[src/rtl/sram_arbiter_pkg.sv]
// Shared definitions for the SRAM arbiter: master IDs, access-size encodings
// and the packed request bundle routed to the slave port.
package sram_arbiter_pkg;

    localparam logic MASTER_INST = 1'b0;
    localparam logic MASTER_DATA = 1'b1;

    typedef enum logic [1:0] {
        SIZE_BYTE = 2'b00,
        SIZE_HALF = 2'b01,
        SIZE_WORD = 2'b10
    } size_e;

    typedef struct packed {
        logic        wr;
        logic [1:0]  size;
        logic [31:0] addr;
        logic [31:0] wdata;
    } sreq_t;

endpackage

[src/rtl/arb_id_fifo.sv]
// Owner-ID FIFO: remembers which master issued each accepted slave request so
// responses can be routed back in acceptance order.
module arb_id_fifo #(
    parameter int DEPTH = 4
) (
    input  logic                     clk,
    input  logic                     rst,
    input  logic                     i_push,
    input  logic                     i_din,
    input  logic                     i_pop,
    output logic                     o_dout,
    output logic                     o_full,
    output logic                     o_empty,
    output logic [$clog2(DEPTH):0]   o_count
);

    localparam int AW = $clog2(DEPTH);
    localparam int CW = AW + 1;

    logic          r_mem [DEPTH];
    logic [AW-1:0] r_wr_ptr;
    logic [AW-1:0] r_rd_ptr;
    logic [CW-1:0] r_count;
    logic          w_push;
    logic          w_pop;

    assign o_full  = (r_count == CW'(DEPTH));
    assign o_empty = (r_count == '0);
    assign o_count = r_count;
    assign o_dout  = r_mem[r_rd_ptr];

    // Guard against overflow/underflow so the count stays within 0..DEPTH
    assign w_push = i_push && !o_full;
    assign w_pop  = i_pop && !o_empty;

    always_ff @(posedge clk) begin
        if (rst) begin
            r_wr_ptr <= '0;
            r_rd_ptr <= '0;
            r_count  <= '0;
        end else begin
            if (w_push) r_wr_ptr <= r_wr_ptr + 1'b1;
            if (w_pop)  r_rd_ptr <= r_rd_ptr + 1'b1;
            case ({w_push, w_pop})
                2'b10:   r_count <= r_count + 1'b1;
                2'b01:   r_count <= r_count - 1'b1;
                default: ;
            endcase
        end
    end

    always_ff @(posedge clk) begin
        if (w_push) r_mem[r_wr_ptr] <= i_din;
    end

endmodule

[src/rtl/sram_arbiter.sv]
// Two-master (instruction/data) arbiter onto one pipelined SRAM-like slave.
// Data master has fixed priority; responses return in order via an owner-ID FIFO.
module sram_arbiter
    import sram_arbiter_pkg::*;
#(
    parameter int DEPTH = 4
) (
    input  logic                    clk,
    input  logic                    rst,
    input  logic                    inst_req,
    input  logic                    inst_wr,
    input  logic [1:0]              inst_size,
    input  logic [31:0]             inst_addr,
    input  logic [31:0]             inst_wdata,
    output logic                    inst_addr_ok,
    output logic                    inst_data_ok,
    output logic [31:0]             inst_rdata,
    input  logic                    data_req,
    input  logic                    data_wr,
    input  logic [1:0]              data_size,
    input  logic [31:0]             data_addr,
    input  logic [31:0]             data_wdata,
    output logic                    data_addr_ok,
    output logic                    data_data_ok,
    output logic [31:0]             data_rdata,
    output logic                    s_req,
    output logic                    s_wr,
    output logic [1:0]              s_size,
    output logic [31:0]             s_addr,
    output logic [31:0]             s_wdata,
    input  logic                    s_addr_ok,
    input  logic                    s_data_ok,
    input  logic [31:0]             s_rdata,
    output logic [$clog2(DEPTH):0]  outstanding,
    output logic                    err
);

    logic                   w_grant_data;
    logic                   w_grant_inst;
    logic                   w_grant_any;
    logic                   w_full;
    logic                   w_empty;
    logic                   w_accept;
    logic                   w_pop;
    logic                   w_head;
    logic                   w_owner;
    logic [$clog2(DEPTH):0] w_count;
    sreq_t                  w_sel;
    logic                   r_err;

    assign w_grant_data = data_req;
    assign w_grant_inst = !data_req && inst_req;
    assign w_grant_any  = w_grant_data || w_grant_inst;

    always_comb begin
        w_sel = '0;
        if (w_grant_data)
            w_sel = {data_wr, data_size, data_addr, data_wdata};
        else if (w_grant_inst)
            w_sel = {inst_wr, inst_size, inst_addr, inst_wdata};
    end

    // Full blocks new requests even when a response pops this cycle
    assign s_req = !rst && w_grant_any && !w_full;
    assign {s_wr, s_size, s_addr, s_wdata} = rst ? '0 : w_sel;

    assign w_accept     = s_req && s_addr_ok;
    assign data_addr_ok = w_accept && w_grant_data;
    assign inst_addr_ok = w_accept && w_grant_inst;
    assign w_owner      = w_grant_data ? MASTER_DATA : MASTER_INST;

    assign w_pop        = !rst && s_data_ok && !w_empty;
    assign data_data_ok = w_pop && (w_head == MASTER_DATA);
    assign inst_data_ok = w_pop && (w_head == MASTER_INST);
    assign data_rdata   = data_data_ok ? s_rdata : '0;
    assign inst_rdata   = inst_data_ok ? s_rdata : '0;

    assign outstanding = rst ? '0 : w_count;
    assign err         = r_err && !rst;

    // A response with nothing outstanding is a slave protocol violation
    always_ff @(posedge clk) begin
        if (rst)
            r_err <= 1'b0;
        else if (s_data_ok && w_empty)
            r_err <= 1'b1;
    end

    arb_id_fifo #(
        .DEPTH (DEPTH)
    ) u_id_fifo (
        .clk     (clk),
        .rst     (rst),
        .i_push  (w_accept),
        .i_din   (w_owner),
        .i_pop   (w_pop),
        .o_dout  (w_head),
        .o_full  (w_full),
        .o_empty (w_empty),
        .o_count (w_count)
    );

endmodule

[config.mk]
export PLATFORM = sky130hd
export DESIGN_NAME = sram_arbiter
export DESIGN_NICKNAME = d
export VERILOG_FILES = /design/src/rtl/sram_arbiter_pkg.sv /design/src/rtl/arb_id_fifo.sv /design/src/rtl/sram_arbiter.sv
export SDC_FILE = /design/constraint.sdc
export NUM_CORES = 1
export LEC_CHECK = 0
export BUFFER_PORTS_ARGS = -buffer_cell sky130_fd_sc_hd__buf_4
export CAP_MARGIN = 40
export CORE_AREA = 3 3 120 122
export DETAILED_ROUTE_END_ITERATION = 10
export DIE_AREA = 0 0 123 125
export PLACE_DENSITY = 0.54
export SLEW_MARGIN = 0
export SYNTH_ARGS = -nofsm -noshare
export SYNTH_HDL_FRONTEND = slang
export SYNTH_SLANG_ARGS = --single-unit
export TNS_END_PERCENT = 50
[constraint.sdc]
create_clock -name clk -period 2.2 [get_ports clk]
set_input_delay 0.22 -clock clk [delete_from_list [all_inputs] [get_ports clk]]
set_output_delay 0.22 -clock clk [all_outputs]
set_load 0.02 [all_outputs]
==> results summary <==
On the worst path, the slowest cell contributes a delay of 0.40 ns. The cell area after layout is 4690 um^2. The total overflow left after global routing is 0. At the pin with the least slew margin, the transition time is 0.556 ns. The clock tree buffer depth came out at 2.

The overall via count from detail_route is 3472. Among all flip-flop cells after synthesis, the most frequent one is sky130_fd_sc_hd__dfxtp_1. The initial cell density of the core is 15.8%. Using the TritonRoute via totals, the vias-per-cell ratio works out to 4.49.

TritonCTS built the clock tree. For this run, the total global-route usage over all layers was measured as 13.7%. Synthesis produced a netlist whose cell count is 308. The mapped netlist covers 2100 um^2. The first detailed-routing pass took 4 iterations. The post-synthesis cell type count is 32. The detailed router's first-iteration violation count is 115. The global-route wire length before repair came out at 17000 um. The layout cell share with drive strength beyond 1 came out at 57.3%. The core area came out at 13300 um^2. Static timing analysis puts the maximum clock frequency at 0.474 GHz. The count of pins on the block boundary is 312.

The worst-path cell with the longest stage delay is sky130_fd_sc_hd__or3b_4. The cell that appears most often on the critical path is sky130_fd_sc_hd__inv_2. Measured along the y axis, the die boundary spans 125 um. By area, the combinational part of the netlist is dominated by simple AND/OR/NAND/NOR gates. The leakage power is 2.62 nW. The standard cell area after detailed placement is 4590 um^2. The shortest period the worst path allows came out at 2.11 ns. The area fraction in compound gates after synthesis is 26.6%. Of all cell types, the one taking the most synthesized area is sky130_fd_sc_hd__a22oi_1. For this design the ratio of total power to cell area is 324 nW/um^2.

Along the worst path, the maximum fanout reaches 3. Walking the worst path, the cells encountered are or3b_4 > and3_4 > inv_2 > ha_4 > inv_2 > fa_2 > xor2_1 > or4_1 > nand2_1. The simple-gate portion of the synthesized area is 39.8%. The kind of path behind the tightest hold check is in -> reg. The number of cells on the worst reg-to-reg path is 9. STA puts the critical path data required time at 2.38 ns.

The worst setup path is captured at a flip-flop. The initial antenna violation count is 0. The count of input and output buffers came out at 311. The number of nets handed over by synthesis was 486. The routed design has 12000 um of wire. The worst setup path is of the reg -> reg kind. The number of global-route vias before repair is 3185. The count of fill cells added during filler insertion is 1366. The max-slew headroom at the worst pin is 62.9%. The signed area change from the synthesized netlist to the final layout came out at 123%.

Ranked by instance count, the synthesized netlist is headed by sky130_fd_sc_hd__nor2_1, sky130_fd_sc_hd__a22oi_1, sky130_fd_sc_hd__and3_1. By area the synthesized netlist is led by sky130_fd_sc_hd__a22oi_1, sky130_fd_sc_hd__and3_1, sky130_fd_sc_hd__nor2_1, sky130_fd_sc_hd__dfxtp_1, sky130_fd_sc_hd__edfxtp_1. The tree is rooted in a sky130_fd_sc_hd__clkbuf_16. The number of synthesized flops with an enable pin came out at 4. The post-synthesis adder-cell area fraction came out at 3.92%.

The total number of nets in the final design is 776. The worst clock skew is 0.00118 ns. Clock-pin slew was measured on the worst setup and hold paths at 0.04 ns.

After synthesis the netlist holds a flip-flop and latch count of 14. The proportion of synthesized flip-flops having asynchronous set or reset came out at 0%. The count of final hold-check violations is 0. The floorplan die area is 15400 um^2.

Routability-driven placement finished with a final weighted congestion of 0.766. The die extent in x came out at 123 um. The count of inserted antenna diode cells came out at 0. Following the worst setup path forward leads to its endpoint at u_id_fifo.o_count[2]$_SDFFE_PP0P_. After synthesis, flip-flops and latches occupy 15.2% of the total area. After layout, the worst path uses 95.9% of the clock period. In this run the number of H-tree levels came out at 1.

The clock net in this run drives a total of 14 sinks. The worst slack at placement came out at 0.0198 ns. Setup repair after global routing could not meet its margin everywhere.

The synthesized area per cell is 6.83 um^2. The largest net degree at the start of global routing came out at 69. The count of yosys warnings during synthesis came out at 0. The share of synthesized area in the top cell type comes to 23.9%. The number of rows created at floorplan came out at 42. Buffers inserted during clock tree synthesis total 3. In this run the critical register-to-register path is captured at u_id_fifo.o_count[2]$_SDFFE_PP0P_. In this run the critical register-to-register path is launched from u_id_fifo.o_count[1]$_SDFFE_PP0P_. The most common cell in the synthesized netlist is sky130_fd_sc_hd__nor2_1.

The fraction of synthesized area in multiplexers is 3.39%. Data arrives at the worst endpoint at 2.29 ns. Setup slack on the worst reg-to-reg path comes out at 0.09 ns. The worst path meets setup with 0.0901 ns of slack. The aggregate negative setup slack is 0 ns. The run finished with clean final reports. The synthesized netlist devotes 0.832% of its cell area to XOR and XNOR gates. The worst-case IR drop observed on VDD is 174 uV.

The detail-routed net length per standard cell came out at 15.5 um. Setup violations remaining at the end of the flow were counted as 0. The count of nets left with antenna violations after detail routing is 0. The beginning of the critical path is u_id_fifo.o_count[1]$_SDFFE_PP0P_. The worst-skew pair later-pin latency is 0.24 ns. The total DRC errors in the routed layout is 0. The number of violations of the max-capacitance limit is 0. The placed wire-length estimate is 10200 um. The critical path startpoint category is a flip-flop. The final number of max-transition violations was 0.
routing by layer:
layer	vias to the layer above	routed length, um	GRT usage (%)
met1	1566	4120	14.1
met4	0	131	3.00
li1	1687	-	-
met3	7	1220	2.53
met2	212	6540	28.0
met5	-	0	0
stage by stage:
| stage | std cells | hold WS, ns | power (W) | util, % |
|---|---|---|---|---|
| 2_1_floorplan | 308 | 0.319 | 0.000710 | - |
| 3_3_place_gp | 769 | 0.444 | 0.00118 | 34.6 |
| 3_5_place_dp | 769 | 0.452 | 0.00118 | 34.6 |
| 4_1_cts | 773 | 0.235 | 0.00154 | 35.1 |
| 5_1_grt | 773 | 0.238 | 0.00162 | 35.3 |
| 6_report | 773 | 0.236 | 0.00152 | 35.3 |
what timing repair did:
| item | in CTS | in global routing |
|---|---|---|
| endpoints found under the setup margin | 0 | 1 |
| resized for setup | 0 | 4 |
| buffers inserted | 0 | 0 |
| hold buffers | 0 | 0 |
worst max-delay path, delay by kind of cell (launching register included):
kind | cells | cell delay (ns)
xor+xnor | 1 | 0.15
fa+ha+maj | 2 | 0.46
buf+inv | 2 | 0.10
flops | 1 | 0.31
simple gates | 4 | 1.03
power by group:
group	switching [W]	internal [W]
sequential	0.0000126	0.000285
combinational	0.000437	0.000443
clock	0.0000999	0.000244
total	0.000549	0.000972
final cells by class:
| type | count | area [um^2] | share of cell area (%) |
|---|---|---|---|
| Inverter | 6 | 22.5 | 0.480 |
| Tap cell | 176 | 220 | 4.69 |
| Sequential cell | 14 | 323 | 6.88 |
| Clock buffer | 4 | 78.8 | 1.68 |
| Multi-Input combinational cell | 249 | 1600 | 34.1 |
| Timing Repair Buffer | 324 | 2440 | 52.1 |
layout by cell type, fill, tap and decap left out, types with 2 or more instances in the layout:
| master | Yosys | routed |
|---|---|---|
| sky130_fd_sc_hd__xor2_1 | 2 | 2 |
| sky130_fd_sc_hd__mux2i_1 | 6 | 5 |
| sky130_fd_sc_hd__ha_1 | 5 | 4 |
| sky130_fd_sc_hd__dfxtp_1 | 10 | 8 |
| sky130_fd_sc_hd__buf_4 | 3 | 323 |
| sky130_fd_sc_hd__dfxtp_2 | 0 | 2 |
| sky130_fd_sc_hd__a22oi_1 | 67 | 67 |
| sky130_fd_sc_hd__inv_1 | 6 | 4 |
| sky130_fd_sc_hd__nand2b_1 | 2 | 2 |
| sky130_fd_sc_hd__a21oi_1 | 3 | 3 |
| sky130_fd_sc_hd__inv_2 | 0 | 2 |
| sky130_fd_sc_hd__clkbuf_16 | 0 | 3 |
| sky130_fd_sc_hd__edfxtp_1 | 4 | 4 |
| sky130_fd_sc_hd__o21ai_0 | 2 | 2 |
| sky130_fd_sc_hd__nor2_1 | 73 | 73 |
| sky130_fd_sc_hd__and3_1 | 65 | 64 |
| sky130_fd_sc_hd__and2_1 | 9 | 9 |
| sky130_fd_sc_hd__nor2b_1 | 3 | 2 |
logic make-up (layout without fill, tap and decap cells):
group                    count (synthesis)  in the layout
AO/OA/AOI/OAI                           74             74
XOR/XNOR                                 2              2
adder cells (fa/ha/maj)                  6              6
buffers and inverters                   45            334
flip-flops                              14             14
multiplexers                             7              7
AND/OR/NAND/NOR                        160            160
worst min-delay path by stage:
stage | cells past startpoint | endpoint | slack, ns | from
after detailed placement | 2 | r_err$_SDFFE_PP0P_ | 0.45 | r_err$_SDFFE_PP0P_
after global routing | 3 | r_err$_SDFFE_PP0P_ | 0.24 | s_data_ok
final | 3 | r_err$_SDFFE_PP0P_ | 0.24 | s_data_ok
after floorplan | 0 | u_id_fifo.r_mem[0]$_DFFE_PP_ | 0.32 | data_req
after global placement | 2 | r_err$_SDFFE_PP0P_ | 0.44 | r_err$_SDFFE_PP0P_
after CTS | 3 | r_err$_SDFFE_PP0P_ | 0.23 | s_data_ok
(Power assumes the default switching activity.)
